**config.mk**
```make
export PLATFORM = sky130hd
export DESIGN_NAME = systolic_feeder
export DESIGN_NICKNAME = d
export VERILOG_FILES = /design/src/rtl/systolic_feeder.sv
export SDC_FILE = /design/constraint.sdc
export NUM_CORES = 1
export LEC_CHECK = 0
export BUFFER_PORTS_ARGS = -buffer_cell sky130_fd_sc_hd__buf_2
export CORE_UTILIZATION = 55
export CTS_CLUSTER_SIZE = 30
export DETAILED_ROUTE_END_ITERATION = 8
export PLACE_DENSITY = 0.81
export SLEW_MARGIN = 20
export SYNTH_ARGS = -nofsm -noshare
export SYNTH_HDL_FRONTEND = slang
export SYNTH_SLANG_ARGS = --single-unit
```
**constraint.sdc**
```tcl
create_clock -name clk -period 3.3 [get_ports clk]
set_input_delay 0.33 -clock clk [delete_from_list [all_inputs] [get_ports clk]]
set_output_delay 0.33 -clock clk [all_outputs]
set_load 0.1 [all_outputs]
```
**src/rtl/systolic_feeder.sv**
```systemverilog
// systolic_feeder: buffers A/B operands and skews them onto the edges of an N x N systolic array
module systolic_feeder #(
   parameter int DATA_W = 8,
   parameter int N = 4
) (
   input  logic                clk,
   input  logic                rst,
   input  logic                start_compute,
   input  logic                load_en,
   input  logic                load_sel,
   input  logic [1:0]          load_row,
   input  logic [N*DATA_W-1:0] load_data,
   output logic [N*DATA_W-1:0] a_out,
   output logic [N*DATA_W-1:0] b_out,
   output logic [N-1:0]        a_vld,
   output logic [N-1:0]        b_vld,
   output logic                acc_clr,
   output logic                systolic_array_done,
   output logic                busy
);
   typedef enum logic [1:0] {IDLE, FEED, DRAIN, DONE} state_t;
   state_t state;
   logic [2:0] step;
   logic [2:0] dcnt;
   logic [3:0] d;
   logic [N*DATA_W-1:0] a_mem [N];
   logic [N*DATA_W-1:0] b_mem [N];
   logic [N*DATA_W-1:0] a_nxt;
   logic [N*DATA_W-1:0] b_nxt;
   logic [N-1:0] av_nxt;
   logic [N-1:0] bv_nxt;
   // skew: lane i at step c carries element c-i of its row/column when that offset is in range
   always_comb begin
      a_nxt = '0;
      b_nxt = '0;
      av_nxt = '0;
      bv_nxt = '0;
      d = '0;
      for (int i = 0; i < N; i++) begin
         d = {1'b0, step} - 4'(i);
         if (d <= 4'd3) begin
            a_nxt[i*DATA_W +: DATA_W] = a_mem[i][d[1:0]*DATA_W +: DATA_W];
            b_nxt[i*DATA_W +: DATA_W] = b_mem[d[1:0]][i*DATA_W +: DATA_W];
            av_nxt[i] = 1'b1;
            bv_nxt[i] = 1'b1;
         end
      end
   end
   // control FSM with registered outputs; operand buffers are writable only while idle
   always_ff @(posedge clk or negedge rst) begin
      if (!rst) begin
         state <= IDLE;
         step <= '0;
         dcnt <= '0;
         a_out <= '0;
         b_out <= '0;
         a_vld <= '0;
         b_vld <= '0;
         acc_clr <= 1'b0;
         systolic_array_done <= 1'b0;
         busy <= 1'b0;
         a_mem <= '{default: '0};
         b_mem <= '{default: '0};
      end else begin
         case (state)
            IDLE: begin
               if (load_en && !load_sel) a_mem[load_row] <= load_data;
               if (load_en && load_sel) b_mem[load_row] <= load_data;
               if (start_compute) begin
                  state <= FEED;
                  acc_clr <= 1'b1;
                  step <= '0;
                  busy <= 1'b1;
               end
            end
            FEED, DRAIN: begin
               acc_clr <= 1'b0;
               if (!start_compute) begin
                  state <= IDLE;
                  busy <= 1'b0;
                  a_out <= '0;
                  b_out <= '0;
                  a_vld <= '0;
                  b_vld <= '0;
               end else if (state == FEED && step == 3'd7) begin
                  state <= DRAIN;
                  dcnt <= '0;
                  a_out <= '0;
                  b_out <= '0;
                  a_vld <= '0;
                  b_vld <= '0;
               end else if (state == FEED) begin
                  a_out <= a_nxt;
                  b_out <= b_nxt;
                  a_vld <= av_nxt;
                  b_vld <= bv_nxt;
                  step <= step + 3'd1;
               end else if (dcnt == 3'd6) begin
                  state <= DONE;
                  systolic_array_done <= 1'b1;
               end else begin
                  dcnt <= dcnt + 3'd1;
               end
            end
            default: begin
               state <= IDLE;
               systolic_array_done <= 1'b0;
               busy <= 1'b0;
            end
         endcase
      end
   end
endmodule

```
==> metrics list <==
- After clock tree synthesis, the clock-pin slew on the worst setup and hold paths is 60 ps.
- Htree depth: 2
* Max Clock Skew: 9.452 ps
* Worst Path Arrival: 2980 ps
- IR analysis of the VDD net gives a maximum drop of 0.8344 mV.
* Clock tree from TritonCTS: done
* Post-route met1 wirelength: 14570 um
- Hold WC Path Type: input pin to register
- Count of final max-slew check failures: 0
- After detailed routing, the number of vias per cell comes to 6.188.
- Summed over all nets, the switching power comes to 7.344 mW.
* Clock latency at the later pin of the worst-skew pair: 500 ps
* Floorplan die height: 164.2 um
- The most critical setup path has its startpoint at state[1]$_DFFE_PN0P_.
- Final hold vios: 0
- For hold timing, the worst endpoint is a_mem[111]$_DFFE_PN0P_.
- Fraction of final layout cells sized beyond drive strength 1: 0.4976
* Hold WS: 210.5 ps
- The flow ran to the end, and the final reports show no timing, DRC or antenna violations.
- The initial antenna violation count came to 2.
- Maximum count of clock buffers along a single path: 3
* Inserted Clock Buffers: 35
- Critical path endpoint category: register
* #FFs+latches synth: 335
* Length of routed met3 wiring: 1863 um
- Routed length per placed instance: 24.77 um
- Final core utilization: 0.6524
* Critical R2R Launch: state[1]$_DFFE_PN0P_
- Number of endpoints failing setup at the final stage: 0
- The highest metal layer carrying signal wires in the routed design is met4.
* CP max-delay cell: nor2_4
- The number of nets in the synthesized netlist is 962.
- CTS placed an instance of clkbuf_16 at the clock tree root.
* Top-Level Pins: 114
- Cell internal power was estimated by the tool at 11.71 mW.
- Entering global routing, the biggest net connects 101 pins.
* Switching share of total power: 0.3855
- For this run, the number of Yosys warnings is 0.
* Number of buffer cells added on primary ports: 113
- Standard cell core area: 0.02547 mm^2
- For this run, the register share of the synthesized area comes to 0.5796.
- Number of nets in the finished design: 1070
- In this run the worst path has a maximum fanout of 19.
- Setup slack of the most critical reg-to-reg path: 710 ps
- Ys async rst share: 1.000
- The wire-length estimate of the detail-placed layout is 21370 um.
* Number of distinct library cells after synthesis: 40
- Vias in the first global route: 9034
* Slew HR: 0.4351
- Time the final worst path needs with I/O delays and setup: 2593 ps
* Total wire length after detailed routing: 34060 um
- The worst hold path passes through 2 cells.
* Most area-hungry cell type in the Yosys netlist: dfrtp_1
* Leading post-synthesis cells by cell area: dfrtp_1 (58%), mux2_2 (18%), mux4_2 (10%)
- Type of the setup path with the least slack: register to register
* RSZ-0062 raised after global routing: false
* Sum of negative setup slack: 0 ps
- Yosys top cell area share: 0.5796
* Top Family by Delay on Critical Path: simple AND/OR/NAND/NOR gates
- Antenna-violating nets left: 0
- Max incr delay on CP: 610 ps
- For this configuration, the core starts out at a cell density of 0.5678.
- For this block, the initial DRC count from the detailed router was 576.
- The number of cells on the worst reg-to-reg path is 6.
- Required time of the worst setup path: 3690 ps
- The area growth from synthesis to layout is 14.91%.
- Count of maximum capacitance violations: 0
* Worst Hold Launch: load_data[15]
- Remaining DRCs: 0
- The clock drives 335 sinks.
- Overflow after GRT: 0
- In the post-route analysis, the smallest setup slack over all paths is 707.3 ps.
- Critical path buffer and inverter count: 2
* Overall die area: 0.02695 mm^2
- In this run the static leakage power is 7.562 nW.
- Of the total power, combinational logic draws 0.414.
* PD cells: 1146 mW/mm^2
* GRT Resource Usage Total: 0.2692
* Endpoint of the most critical register-to-register path: b_mem[70]$_DFFE_PN0P_
- At the placement stage, the worst setup path has a slack of 791.1 ps.
- After floorplanning, the core was divided into 58 placement rows.
- Of the total power, registers draw 0.374.
- Wire length of the first global-routing pass: 53710 um
- Die X: 164.2 um
- The synthesized design contains 0 enable-type register cells.
- Share of power burned in the clock network: 0.212
- Summing every instance area after synthesis gives 0.01446 mm^2.
- The worst setup path is launched from a register.
- The first TritonRoute pass finished after 4 iterations.
- Post-synthesis average cell area: 15.89 um^2
- Based on the critical path, the design can be clocked at up to 385.7 MHz.
* Met2 Routed Length: 16720 um
* Final worst-path cycle share: 0.7857
* Most used flip-flop cell after synthesis: dfrtp_1
- Count of mapped cells out of synthesis: 910
- Routability Congestion: 0.8030
- Critical-path cell list: inv_1 > ha_1 > nand2_1 > nor2_4 > buf_12 > mux2_2
- For this block, the via count after detailed routing is 8508.
- Slew at the pin closest to its max-slew limit: 847.4 ps
[cells in the mapped netlist (all sizes together) (4+ instances only)]
cell type	number
dfrtp	335
mux2	256
mux4	64
buf	42
a32o	34
inv	27
nand2	26
o21ai	24
clkbuf	23
a22o	20
ha	13
nor2	9
a21oi	8
nand3	4
nor3	4
[final cells by class]
cell class	instances	area, um^2
antenna	2	5.005
clock buffer	53	1036
clock inverter	9	147.6
fill	1755	8853
inverter	27	101.3
multi-input combinational	483	5678
sequential	335	8387
tap	330	412.9
timing repair buffer	136	850.8
[timing repair]
action | CTS | global route
hold endpoints to repair | 94 | 0
gates resized for setup | 0 | 0
setup endpoints to repair | 0 | 0
hold buffers | 1 | 0
setup buffers | 0 | 0
[registers in the layout, summed over array words and instances (netlist names)]
| register | cells |
|---|---|
| step | 3 |
| dcnt | 3 |
| b_vld | 4 |
| b_mem | 128 |
| systolic_array_done | 1 |
| state | 2 |
| b_out | 32 |
| a_out | 32 |
| busy | 1 |
| a_mem | 128 |
| acc_clr | 1 |
[how the worst max path moves through the flow]
| stage | end | slack (ps) | depth (start not counted) |
|---|---|---|---|
| final | b_mem[70]$_DFFE_PN0P_ | 710 | 6 |
| after global routing | a_out[31]$_DFFE_PN0P_ | 530 | 6 |
| after CTS | b_mem[83]$_DFFE_PN0P_ | 750 | 6 |
| after detailed placement | b_mem[72]$_DFFE_PN0P_ | 790 | 6 |
| after global placement | b_mem[68]$_DFFE_PN0P_ | 900 | 6 |
| after floorplan | a_out[11]$_DFFE_PN0P_ | 660 | 9 |
[through the flow]
stage | instances | total power [mW] | area [um^2]
after floorplan | 910 | 13.14 | 14460
after global placement | 1310 | 14.72 | 15420
after detailed placement | 1310 | 15.03 | 15420
after CTS | 1373 | 19.16 | 16610
after global routing | 1375 | 19.96 | 16620
final | 1375 | 19.05 | 16620
[layout by cell type (no fill, tap or decap), drive strengths merged, types with 4 or more instances in the layout]
master,n
dfrtp,335
mux2,256
buf,135
mux4,64
clkbuf,53
a32o,34
inv,27
nand2,26
o21ai,24
a22o,20
ha,13
nor2,9
a21oi,8
nand3,4
bufinv,4
clkinv,4
nor3,4
[layer usage]
| metal | vias to the layer above | global-route usage |
|---|---|---|
| met5 | - | 0 |
| met2 | 253 | 0.4346 |
| met1 | 4561 | 0.3738 |
| li1 | 3625 | - |
| met3 | 69 | 0.04419 |
| met4 | 0 | 0.09007 |
[power by group through the flow]
stage | registers [mW] | logic (mW) | clock network [mW]
after floorplan | 8.85 | 4.29 | 0
after global placement | 7.02 | 7.70 | 0
after detailed placement | 7.15 | 7.88 | 0
after CTS | 7.12 | 7.94 | 4.10
after global routing | 7.37 | 8.35 | 4.24
final | 7.12 | 7.90 | 4.03
[worst register-to-register path, cell delays in order, from the launching register on]
cell and delay [ps]:
dfrtp_1 420, inv_1 120, ha_1 380, nand2_1 310, nor2_4 610, buf_12 270, mux2_2 370
[cells by family (layout without fill, tap and decap cells)]
family	count (synthesis)	in the layout	share of synthesized area
AO/OA/AOI/OAI	95	95	0.05139
multiplexers	320	320	0.3068
adder cells (fa/ha/maj)	13	13	0.01125
XOR/XNOR	1	1	0.0006057
buffers and inverters	92	225	0.03218
AND/OR/NAND/NOR	54	54	0.01817
other	0	2	0
flip-flops	335	335	0.5796
No activity file was read; power rests on OpenSTA's default activity.
